==> src/rtl/control_unit_if.sv <==
// control_unit_if -- bundle between the sequencer and the 8-bit data path.
//   IR, CCR_Result        : data path -> sequencer (opcode, NZVC flags)
//   *_Load, PC_Inc        : register enables
//   ALU_Sel, Bus1/2_Sel   : data path steering
//   write                 : memory write strobe (address MAR, data Bus1)
// Modport ctrl is the sequencer side; dp is the data path side.
interface control_unit_if;
  logic [7:0] IR;
  logic [3:0] CCR_Result;
  logic       IR_Load, MAR_Load, PC_Load, PC_Inc, A_Load, B_Load, CCR_Load;
  logic [2:0] ALU_Sel;
  logic [1:0] Bus1_Sel;
  logic [1:0] Bus2_Sel;
  logic       write;

  modport ctrl (
    input  IR, CCR_Result,
    output IR_Load, MAR_Load, PC_Load, PC_Inc, A_Load, B_Load, CCR_Load,
           ALU_Sel, Bus1_Sel, Bus2_Sel, write
  );

  modport dp (
    output IR, CCR_Result,
    input  IR_Load, MAR_Load, PC_Load, PC_Inc, A_Load, B_Load, CCR_Load,
           ALU_Sel, Bus1_Sel, Bus2_Sel, write
  );
endinterface

==> src/rtl/control_unit.sv <==
// control_unit -- Moore sequencer for the 8-bit CPU data path.
//   clock : rising-edge clock
//   reset : asynchronous active-low reset, forces S_FETCH_0
//   cu    : control_unit_if.ctrl (opcode/flags in, data path controls out)
// Every instruction starts with a 3-state fetch and a decode state. Outputs
// depend on state only; the single exception is S_BR_5, where the branch
// condition is taken live from CCR_Result.
module control_unit (
  input  logic           clock,
  input  logic           reset,
  control_unit_if.ctrl   cu
);

  typedef enum logic [3:0] {
    S_FETCH_0  = 4'd0,
    S_FETCH_1  = 4'd1,
    S_FETCH_2  = 4'd2,
    S_DECODE_3 = 4'd3,
    S_OP_4     = 4'd4,
    S_OP_5     = 4'd5,
    S_LDI_6    = 4'd6,
    S_DIR_6    = 4'd7,
    S_DIR_7    = 4'd8,
    S_ALU_4    = 4'd9,
    S_BR_5     = 4'd10
  } state_t;

  state_t state, nxt;

  logic is_ldi, is_dir, is_st, is_alu, is_br, br_taken;
  logic z_f, c_f;
  logic unused_flags;

  assign z_f = cu.CCR_Result[2];
  assign c_f = cu.CCR_Result[0];
  // N and V are not consulted by any branch in this instruction set.
  assign unused_flags = cu.CCR_Result[3] ^ cu.CCR_Result[1];

  // Opcode classes; IR holds from S_DECODE_3 through the end of the instruction.
  assign is_ldi = (cu.IR == 8'h86) || (cu.IR == 8'h88);
  assign is_st  = (cu.IR == 8'h96) || (cu.IR == 8'h97);
  assign is_dir = (cu.IR == 8'h87) || (cu.IR == 8'h89) || is_st;
  assign is_alu = (cu.IR >= 8'h42) && (cu.IR <= 8'h49);
  assign is_br  = (cu.IR == 8'h20) || (cu.IR == 8'h23) || (cu.IR == 8'h24) ||
                  (cu.IR == 8'h27) || (cu.IR == 8'h28);

  always_comb begin
    br_taken = 1'b0;
    case (cu.IR)
      8'h20:   br_taken = 1'b1;
      8'h23:   br_taken = z_f;
      8'h24:   br_taken = ~z_f;
      8'h27:   br_taken = c_f;
      8'h28:   br_taken = ~c_f;
      default: br_taken = 1'b0;
    endcase
  end

  always_ff @(posedge clock or negedge reset) begin
    if (!reset) state <= S_FETCH_0;
    else        state <= nxt;
  end

  always_comb begin
    nxt         = S_FETCH_0;
    cu.IR_Load  = 1'b0;
    cu.MAR_Load = 1'b0;
    cu.PC_Load  = 1'b0;
    cu.PC_Inc   = 1'b0;
    cu.A_Load   = 1'b0;
    cu.B_Load   = 1'b0;
    cu.CCR_Load = 1'b0;
    cu.ALU_Sel  = 3'b000;
    cu.Bus1_Sel = 2'b00;
    cu.Bus2_Sel = 2'b00;
    cu.write    = 1'b0;
    case (state)
      S_FETCH_0: begin
        cu.Bus2_Sel = 2'b01;
        cu.MAR_Load = 1'b1;
        nxt         = S_FETCH_1;
      end
      S_FETCH_1: begin
        cu.PC_Inc = 1'b1;
        nxt       = S_FETCH_2;
      end
      S_FETCH_2: begin
        cu.Bus2_Sel = 2'b10;
        cu.IR_Load  = 1'b1;
        nxt         = S_DECODE_3;
      end
      S_DECODE_3: begin
        if (is_ldi || is_dir || is_br) nxt = S_OP_4;
        else if (is_alu)               nxt = S_ALU_4;
        else                           nxt = S_FETCH_0;
      end
      S_OP_4: begin
        cu.Bus2_Sel = 2'b01;
        cu.MAR_Load = 1'b1;
        nxt         = is_br ? S_BR_5 : S_OP_5;
      end
      S_OP_5: begin
        cu.PC_Inc = 1'b1;
        nxt       = is_ldi ? S_LDI_6 : S_DIR_6;
      end
      S_LDI_6: begin
        cu.Bus2_Sel = 2'b10;
        cu.A_Load   = (cu.IR == 8'h86);
        cu.B_Load   = (cu.IR == 8'h88);
      end
      S_DIR_6: begin
        cu.Bus2_Sel = 2'b10;
        cu.MAR_Load = 1'b1;
        nxt         = S_DIR_7;
      end
      S_DIR_7: begin
        if (is_st) begin
          cu.write    = 1'b1;
          cu.Bus1_Sel = (cu.IR == 8'h96) ? 2'b01 : 2'b10;
        end else begin
          cu.Bus2_Sel = 2'b10;
          cu.A_Load   = (cu.IR == 8'h87);
          cu.B_Load   = (cu.IR == 8'h89);
        end
      end
      S_ALU_4: begin
        cu.CCR_Load = 1'b1;
        case (cu.IR)
          8'h42:   begin cu.ALU_Sel = 3'b000; cu.Bus1_Sel = 2'b01; cu.A_Load = 1'b1; end
          8'h43:   begin cu.ALU_Sel = 3'b001; cu.Bus1_Sel = 2'b01; cu.A_Load = 1'b1; end
          8'h44:   begin cu.ALU_Sel = 3'b010; cu.Bus1_Sel = 2'b01; cu.A_Load = 1'b1; end
          8'h45:   begin cu.ALU_Sel = 3'b011; cu.Bus1_Sel = 2'b01; cu.A_Load = 1'b1; end
          8'h46:   begin cu.ALU_Sel = 3'b100; cu.Bus1_Sel = 2'b01; cu.A_Load = 1'b1; end
          8'h47:   begin cu.ALU_Sel = 3'b100; cu.Bus1_Sel = 2'b10; cu.B_Load = 1'b1; end
          8'h48:   begin cu.ALU_Sel = 3'b101; cu.Bus1_Sel = 2'b01; cu.A_Load = 1'b1; end
          8'h49:   begin cu.ALU_Sel = 3'b101; cu.Bus1_Sel = 2'b10; cu.B_Load = 1'b1; end
          default: cu.ALU_Sel = 3'b000;
        endcase
      end
      S_BR_5: begin
        // Taken loads PC from the operand byte; not taken just skips it.
        if (is_br && br_taken) begin
          cu.Bus2_Sel = 2'b10;
          cu.PC_Load  = 1'b1;
        end else begin
          cu.PC_Inc = 1'b1;
        end
      end
      default: nxt = S_FETCH_0;
    endcase
  end

endmodule

==> src/flat_wrapper.sv <==
// flat-port wrapper written by rule: the top's interface ports become plain ports
module control_unit_flat 
  (clock, reset, cu_IR, cu_CCR_Result, cu_IR_Load, cu_MAR_Load, cu_PC_Load, cu_PC_Inc, cu_A_Load, cu_B_Load, cu_CCR_Load, cu_ALU_Sel, cu_Bus1_Sel, cu_Bus2_Sel, cu_write);
  control_unit_if cu_i ();
  input  logic clock;
  input  logic reset;
  input wire logic [$bits(cu_i.IR)-1:0] cu_IR;
  input wire logic [$bits(cu_i.CCR_Result)-1:0] cu_CCR_Result;
  output wire logic [$bits(cu_i.IR_Load)-1:0] cu_IR_Load;
  output wire logic [$bits(cu_i.MAR_Load)-1:0] cu_MAR_Load;
  output wire logic [$bits(cu_i.PC_Load)-1:0] cu_PC_Load;
  output wire logic [$bits(cu_i.PC_Inc)-1:0] cu_PC_Inc;
  output wire logic [$bits(cu_i.A_Load)-1:0] cu_A_Load;
  output wire logic [$bits(cu_i.B_Load)-1:0] cu_B_Load;
  output wire logic [$bits(cu_i.CCR_Load)-1:0] cu_CCR_Load;
  output wire logic [$bits(cu_i.ALU_Sel)-1:0] cu_ALU_Sel;
  output wire logic [$bits(cu_i.Bus1_Sel)-1:0] cu_Bus1_Sel;
  output wire logic [$bits(cu_i.Bus2_Sel)-1:0] cu_Bus2_Sel;
  output wire logic [$bits(cu_i.write)-1:0] cu_write;
  assign cu_i.IR = cu_IR;
  assign cu_i.CCR_Result = cu_CCR_Result;
  assign cu_IR_Load = cu_i.IR_Load;
  assign cu_MAR_Load = cu_i.MAR_Load;
  assign cu_PC_Load = cu_i.PC_Load;
  assign cu_PC_Inc = cu_i.PC_Inc;
  assign cu_A_Load = cu_i.A_Load;
  assign cu_B_Load = cu_i.B_Load;
  assign cu_CCR_Load = cu_i.CCR_Load;
  assign cu_ALU_Sel = cu_i.ALU_Sel;
  assign cu_Bus1_Sel = cu_i.Bus1_Sel;
  assign cu_Bus2_Sel = cu_i.Bus2_Sel;
  assign cu_write = cu_i.write;
  control_unit u_core (.clock(clock), .reset(reset), .cu(cu_i));
endmodule
==> config.mk <==
export PLATFORM = sky130hd
export DESIGN_NAME = control_unit_flat
export DESIGN_NICKNAME = d
export VERILOG_FILES = /design/src/rtl/control_unit_if.sv /design/src/rtl/control_unit.sv /design/src/flat_wrapper.sv
export SDC_FILE = /design/constraint.sdc
export NUM_CORES = 1
export LEC_CHECK = 0
export CORE_UTILIZATION = 37
export DETAILED_ROUTE_END_ITERATION = 8
export PLACE_DENSITY = 0.86
export SLEW_MARGIN = 10
export SYNTH_ARGS = -nofsm -noshare
export SYNTH_HDL_FRONTEND = slang
export SYNTH_SLANG_ARGS = --single-unit
==> constraint.sdc <==
create_clock -name clock -period 1.65 [get_ports clock]
set_input_delay 0.33 -clock clock [delete_from_list [all_inputs] [get_ports clock]]
set_output_delay 0.33 -clock clock [all_outputs]
set_load 0.01 [all_outputs]
Word level (Yosys, flattened, before mapping)

Index checks and enable logic that the tools add are counted.

Register bits after elaboration: 4
Input bits: 14
Output and inout port bits: 15

Magnitude comparators: 2
Equality and inequality tests: 29
Muxes and demuxes: 30
Bitwise gates (word level): 2
Reductions and logical operators: 21

Operator list:

| kind                 | count |
|---|---|
| $eq A8 B7 Y1 const B | 8 |
| $eq A8 B8 Y1 const B | 6 |
| $eq A8 B6 Y1 const B | 5 |
| $pmux W4 S7          | 1 |
| $eq A4 B3 Y1 const B | 4 |
| $pmux W3 S5          | 1 |
| $mux W1              | 13 |
| $eq A4 B4 Y1 const B | 3 |
| $mux W4              | 3 |
| $logic_or A1 B1 Y1   | 10 |
| $reduce_or A2 Y1     | 5 |
| $eq A4 B2 Y1 const B | 2 |
| $ge A8 B7 Y1 const B | 1 |
| $le A8 B7 Y1 const B | 1 |
| $mux W2              | 4 |
| $pmux W2 S2          | 2 |
| $pmux W2 S4          | 1 |
| $pmux W1 S3          | 2 |
| $reduce_or A3 Y1     | 2 |
| $reduce_or A6 Y1     | 1 |
| $pmux W1 S5          | 1 |
| $eq A4 B1 Y1 const B | 1 |
| $logic_not A4 Y1     | 1 |
| $mux W3              | 1 |
| other kinds (3)      | 5 |

Longest topological paths before layout

Gate-level depths: netlist of the first run.

Depth in word-level cells: 8
Mapped depth: 5
Depth with buffers taken out: 4

Worst setup path after synthesis of the first run

OpenSTA, ideal clock, no wires.

Path type: input port to output port
Start: in cu_IR[5]
End: out cu_Bus1_Sel[1]
Arrival time: 1,489 ps
Data required time: 1,320 ps
Setup slack: -169 ps
Stages on the path: 4
Cell sequence: or4b_4 -> nor3_1 -> nand2_1 -> a21boi_0

Cells in the longest elaborated chain, start to end: 4

RTL lines:

| element                                                  | line                                     | text |
|---|---|---|
| start, declared                                          | flat_wrapper.sv:7                        | `input wire logic [$bits(cu_i.IR)-1:0] cu_IR;` |
| $eq A8 B7 Y1, or another cell as far along               | control_unit.sv:128                      | `case (cu.IR)` |
| $reduce_or A6 Y1 (no line), or another cell as far along | n/a                                      |  |
| $pmux W2 S2 / $mux W2 (equally long branches)            | control_unit.sv:128, control_unit.sv:117 |  |
| $pmux W2 S2 *                                            | control_unit.sv:77                       | `case (state)` |
| end, declared                                            | flat_wrapper.sv:17                       | `output wire logic [$bits(cu_i.Bus1_Sel)-1:0] cu_Bus1_Sel;` |

Mark *: on every way between the ends. The rest lies on a longest branch, timed or not.

Worst setup path after layout of the first run

Start: in cu_IR[5]
End: out cu_ALU_Sel[1]

Cells in the longest elaborated chain, start to end: 4

RTL lines:

| element                    | line                | text |
|---|---|---|
| $eq A8 B7 Y1               | control_unit.sv:128 |  |
| $reduce_or A2 Y1 (no line) | n/a                 |  |
| $pmux W3 S5 *              | control_unit.sv:128 |  |
| $mux W3 *                  | control_unit.sv:77  |  |
| end, declared              | flat_wrapper.sv:16  | `output wire logic [$bits(cu_i.ALU_Sel)-1:0] cu_ALU_Sel;` |

Marks and branches as above.

==> results.txt, run 1 <==
Status - finished, violations left
Failing checks - DRC, setup timing
Clk_lat worst skew - 0.24 ns
CP Data Arrival Time - 1.73 ns
End of the worst register-to-register path - u_core.state[3]
Routed WL per cell - 20.3 um
Syn avg cell area - 7.15 um2
Synth Area in Adders - 0
Synth Register Bits - 4
CTS tree - built
Peak VDD IR - 0.800 mV
Syn_nets - 106
WP data required - 1.32 ns
CTS buffer count - 3
Top-count cell post-synth - nor2_1
YS warnings - 0
Cell Count, Final, Fillers Out - 170
Global placer's final weighted congestion - 0.881
Compound-cell area share of the yosys netlist - 0.312
Pre-antenna DRT Iters - 6
Diode count - 0
Slew @ Worst Pin - 0.352 ns
CTS root buf - clkbuf_4
Row Count - 14
Setup TNS after final layout - -2.96 ns
Hpwl dp - 2020 um
Post-Syn Area - 658 um2
Post-Synth XOR/XNOR Area - 0.0133
Worst relative slew slack - 0.763
Met3 Use GR - 0.0939
Worst Hold Class - in -> async
Final Hold Fails - 0
Inst Count DP - 158
Total routed wirelength - 3440 um
Vias in the first global route - 1072
Largest net degree at the start of global routing - 10
RSZ-0062 raised after global routing - true
Share of cells above drive strength 1 - 0.656
Mapped Cells - 92
Port buffer count - 26
Synth cell types - 37
Pwr/cell area - 886 nW/um2
Core outline area - 1580 um2
First-pass GRT wire length - 5180 um
Post-route setup slack - -0.412 ns
Reg2reg start - u_core.state[3]
Mux cell area share after synthesis - 0.0152
Share of the synthesized area in the top cell type - 0.152
ANT nets after route - 0
Lkg Pwr - 0.659 nW
Die area - 1950 um2
Drc violations - 3
Clock slew at reported path FFs - 0.04 ns
Chip Height - 44.2 um
Critical path startpoint category - input port
IO Count - 29
Post-synthesis simple-gate area fraction - 0.439
GR peak layer - met2
GRT Util Overall - 0.366
Initial Utilization - 0.417
FF-to-FF path depth - 6
Critical path peak fanout - 3
H-tree depth - 1
Final Cycle Share - 1.25
DR vias/cell - 6.38
FFs w/ async S/R, synth - 1.00
Largest register FFs - 4
Synth area leaders - dfrtp_1, nor3_1, nor2_1
Maxcap violations - 0
Place WS - -1.14 ns
Met2 Use GR - 0.612
Total gr overflow - 0
Top cell type by total area after synthesis - dfrtp_1
Peak Freq - 485 MHz
Min Tclk post-route - 2.06 ns
Grt met1 use - 0.440
Initial antenna violation count - 0
Clock Path Buffers - 2
Max Transition Viols Final - 0
Largest register by flop count - u_core.state
Setup CP Type - in -> out
Reg2reg setup slack - 0.09 ns
CTS sink cnt - 4
DR iter-0 viols - 81
DIE WIDTH - 44.2 um
Sequential share of the synthesized area - 0.152
Synthesis-to-finish area growth - 105%
Largest family of logic cells by synthesized area - simple AND/OR/NAND/NOR gates
Ys flop type - dfrtp_1
Biggest regs - u_core.state (4)
Commonest cells in the netlist - nor2_1, nor3_1, a21oi_1, o21ai_0, nand2b_1
Final hold slack - 0.300 ns
Setup violators final - 12
Final nets - 170
Clock skew - 0.00663 ns
Crit end category - primary output
Number of synthesized flops with an enable pin - 0
Via Count - 1085
report_power, final:
part / switching [mW] / internal, mW
Combinational: 0.457 / 0.468
Sequential: 0.0247 / 0.128
Clock: 0.0386 / 0.0812
Total: 0.520 / 0.677
worst max-delay path: stages:
cell and delay, ns:
buf_6 0.09, or4b_4 0.56, or3_4 0.37, nor4b_4 0.21, buf_2 0.17
cells in the final DEF (no fill, tap or decap), drive strengths merged:
cell	n
xor2	1
clkdlybuf4s50	1
o32ai	2
nor4b	2
or4b	1
a211o	3
nand2b	5
and4	1
a21oi	6
inv	4
a31o	1
or2	1
o41ai	1
dlygate4sd2	1
dfrtp	4
o21bai	1
mux2i	1
o221ai	1
a21o	2
and3	2
a32o	1
a311oi	1
nor3b	2
nand3	3
and2	2
a211oi	2
nand3b	2
nor3	8
clkdlybuf4s15	1
or2b	1
nand2	4
o21ai	6
a21boi	2
or3	1
clkbuf	3
nor2	10
and3b	1
buf	63
cell families after synthesis:
logic type      count (synthesis)
simple gates                   46
compound gates                 29
buf+inv                        11
flops                           4
xor+xnor                        1
mux                             1
what timing repair did:
| action | in CTS | in global routing |
|---|---|---|
| hold buffers | 0 | 0 |
| pin swaps | 12 | 12 |
| setup endpoints to repair | 19 | 16 |
| resized for setup | 124 | 28 |
| setup buffers | 8 | 2 |
| cloned | 0 | 0 |
metal layers:
layer	share of wire	up-vias	wire (um)
li1	-	473	-
met1	0.41	525	1400
met2	0.48	71	1650
met3	0.076	16	262
met4	0.039	0	133
met5	0	-	0
metrics by stage:
| step | power [mW] | util | instance area (um2) |
|---|---|---|---|
| floorplan | 0.456 | - | 659 |
| global placement | 0.784 | 0.724 | 1140 |
| detailed placement | 0.806 | 0.724 | 1140 |
| finish | 1.20 | 0.857 | 1350 |
| CTS | 1.06 | 0.792 | 1250 |
| global route | 1.26 | 0.857 | 1350 |
cell type report:
type	count	area (um2)
well taps	16	20.0
multi-input cells	77	674
clock buffers	3	22.5
repair buffers	66	519
inverters	4	15.0
flip-flops and latches	4	100
fillers	92	225
worst max-delay path by stage:
| stage | start | end | slack, ns | depth (start not counted) |
|---|---|---|---|---|
| floorplan | cu_IR[5] | cu_ALU_Sel[1] | -0.15 | 3 |
| global placement | cu_IR[5] | cu_ALU_Sel[1] | -1.10 | 5 |
| detailed placement | cu_IR[5] | cu_ALU_Sel[1] | -1.14 | 5 |
| CTS | cu_IR[7] | cu_ALU_Sel[1] | -0.45 | 5 |
| global route | cu_IR[5] | cu_ALU_Sel[1] | -0.46 | 5 |
| finish | cu_IR[5] | cu_ALU_Sel[1] | -0.41 | 5 |
No activity file was read; power rests on OpenSTA's default activity.
==> run 2, diff against run 1 <==
--- a/config.mk
+++ b/config.mk
@@ -7,7 +7,7 @@
 export LEC_CHECK = 0
 export CORE_UTILIZATION = 37
 export DETAILED_ROUTE_END_ITERATION = 8
-export PLACE_DENSITY = 0.86
+export PLACE_DENSITY = 0.85
 export SLEW_MARGIN = 10
 export SYNTH_ARGS = -nofsm -noshare
 export SYNTH_HDL_FRONTEND = slang
==> run 2 against run 1 <==
  * The run still ends with DRC, setup timing left
  * Cell area rose by 9.6%
  * Die area did not move
  * Power rose by 18%
==> results.txt, run 2 (same netlist as run 1, synthesis figures left out) <==
Port buffer count - 26 (unchanged)
Worst Hold Class - in -> async
CP Data Arrival Time - 1.79 ns (+0.06 ns)
Final Hold Fails - 0 (unchanged)
Peak VDD IR - 1.21 mV (+52%)
Biggest regs - u_core.state (4)
H-tree depth - 1 (unchanged)
CP cell instances - buf_6 > or4b_4 > or3_4 > nor4b_4 > buf_2
Core outline area - 1580 um2 (unchanged)
Max stage delay on crit path - 0.55 ns (about the same)
Synthesis-to-finish area growth - 125%
Multi-input gate area in the final layout - 692 um2 (+2.6%)
Die area - 1950 um2 (unchanged)
DR iter-0 viols - 52 (-36%)
Final Instance Area - 1480 um2 (+9.6%)
CTS tree - built
Initial antenna violation count - 0 (unchanged)
Global placer's final weighted congestion - 0.861 (-2.3%)
Status - finished, violations left
Failing checks - DRC, setup timing
Sequential cell area - 100 um2 (unchanged)
Total gr overflow - 0 (unchanged)
Area post-placement - 1150 um2 (+0.66%)
DR vias/cell - 6.23 (-2.4%)
Clk_lat worst skew - 0.24 ns (about the same)
GRT Util Overall - 0.326 (-0.0399)
DIE WIDTH - 44.2 um (unchanged)
Most common cell after layout, fill and taps aside - buf_4
Final hold slack - 0.307 ns (+0.00677 ns)
Cell Count, Final, Fillers Out - 180 (+5.9%)
RSZ-0062 raised after global routing - true
Setup TNS after final layout - -3.44 ns (-0.473 ns)
Vias in the first global route - 1041 (-2.9%)
Routed WL per cell - 21.4 um (+5.7%)
CTS root buf - clkbuf_4
Largest register by flop count - u_core.state
Critical path startpoint category - input port
Pre-antenna DRT Iters - 6 (unchanged)
Final nets - 180 (+5.9%)
WP data required - 1.32 ns (about the same)
Slew @ Worst Pin - 0.347 ns (-0.00578 ns)
Max Transition Viols Final - 0 (unchanged)
CTS sink cnt - 4 (unchanged)
Lkg Pwr - 0.712 nW (+8.1%)
Critical path peak fanout - 2 (-1)
Setup violators final - 15 (+3)
Initial Utilization - 0.417 (unchanged)
Pwr/cell area - 951 nW/um2 (+7.4%)
Chip Height - 44.2 um (unchanged)
Hpwl dp - 1800 um (-11%)
Largest register FFs - 4 (unchanged)
Worst-path cell with the longest stage delay - or4b_4
Place WS - -1.14 ns (+0.00166 ns)
# fillers - 51 (-45%)
Util after Layout - 0.940 (+0.0825)
Worst relative slew slack - 0.767 (+0.00388)
Drc violations - 4 (+1)
Total power draw - 1.41 mW (+18%)
Post-route setup slack - -0.470 ns (-0.0583 ns)
Inst Count DP - 159 (+0.63%)
Min Tclk post-route - 2.12 ns (+0.0583 ns)
Crit end category - primary output
Clock skew - 0.00402 ns (-0.00261 ns)
Via Count - 1121 (+3.3%)
Clock Path Buffers - 2 (unchanged)
CTS buffer count - 3 (unchanged)
Diode count - 0 (unchanged)
IO Count - 29 (unchanged)
Clock slew at reported path FFs - 0.04 ns (about the same)
Peak Freq - 472 MHz (-2.8%)
Share of cells above drive strength 1 - 0.689 (+0.0332)
First-pass GRT wire length - 4780 um (-7.6%)
Setup CP Type - in -> out
Largest net degree at the start of global routing - 10 (unchanged)
Maxcap violations - 0 (unchanged)
Final Cycle Share - 1.28 (+0.0353)
ANT nets after route - 0 (unchanged)
Commonest non-fill, non-tap cells in the layout - buf_4, buf_6, buf_2
Row Count - 14 (unchanged)
Total routed wirelength - 3860 um (+12%)
run 2: routing by layer:
| metal | track usage | vias to the layer above | routed length [um] |
|---|---|---|---|
| met5 | 0 | - | 0 |
| met3 | 0.0408 | 16 | 239 |
| met4 | 0.0788 | 0 | 142 |
| met2 | 0.571 | 70 | 1860 |
| li1 | - | 494 | - |
| met1 | 0.424 | 541 | 1620 |
run 2: critical path: cells and delay by family:
family	cells	cell delay [ns]
buffers and inverters	2	0.28
AND/OR/NAND/NOR	3	1.17
run 2: layout make-up:
class / instances / share of cell area
multi-input combinational: 77 / 0.467
timing repair buffer: 76 / 0.425
sequential: 4 / 0.0676
clock buffer: 3 / 0.0152
tap: 16 / 0.0135
inverter: 4 / 0.0118
run 2: what timing repair did:
| item | in CTS | in global routing |
|---|---|---|
| hold buffers | 0 | 0 |
| gates resized for setup | 132 | 40 |
| cloned | 0 | 0 |
| setup buffers | 9 | 12 |
| endpoints found under the setup margin | 19 | 15 |
| pin swaps | 18 | 19 |
run 2: final timing paths:
kind,slack (ns),endpoint,startpoint,cells past startpoint
max,-0.47,cu_ALU_Sel[1],cu_IR[4],5
min,0.31,u_core.state[0],reset,1
max reg2reg,0.10,u_core.state[3],u_core.state[0],8
min reg2reg,0.78,u_core.state[2],u_core.state[1],3
max in group asynchronous,1.16,u_core.state[2],reset,1
min in group clock,0.67,u_core.state[3],cu_IR[7],5
run 2: report_power, final:
group	internal (mW)	total [mW]	switching [mW]
logic	0.588	1.14	0.549
clock network	0.0816	0.124	0.0427
registers	0.127	0.148	0.0202
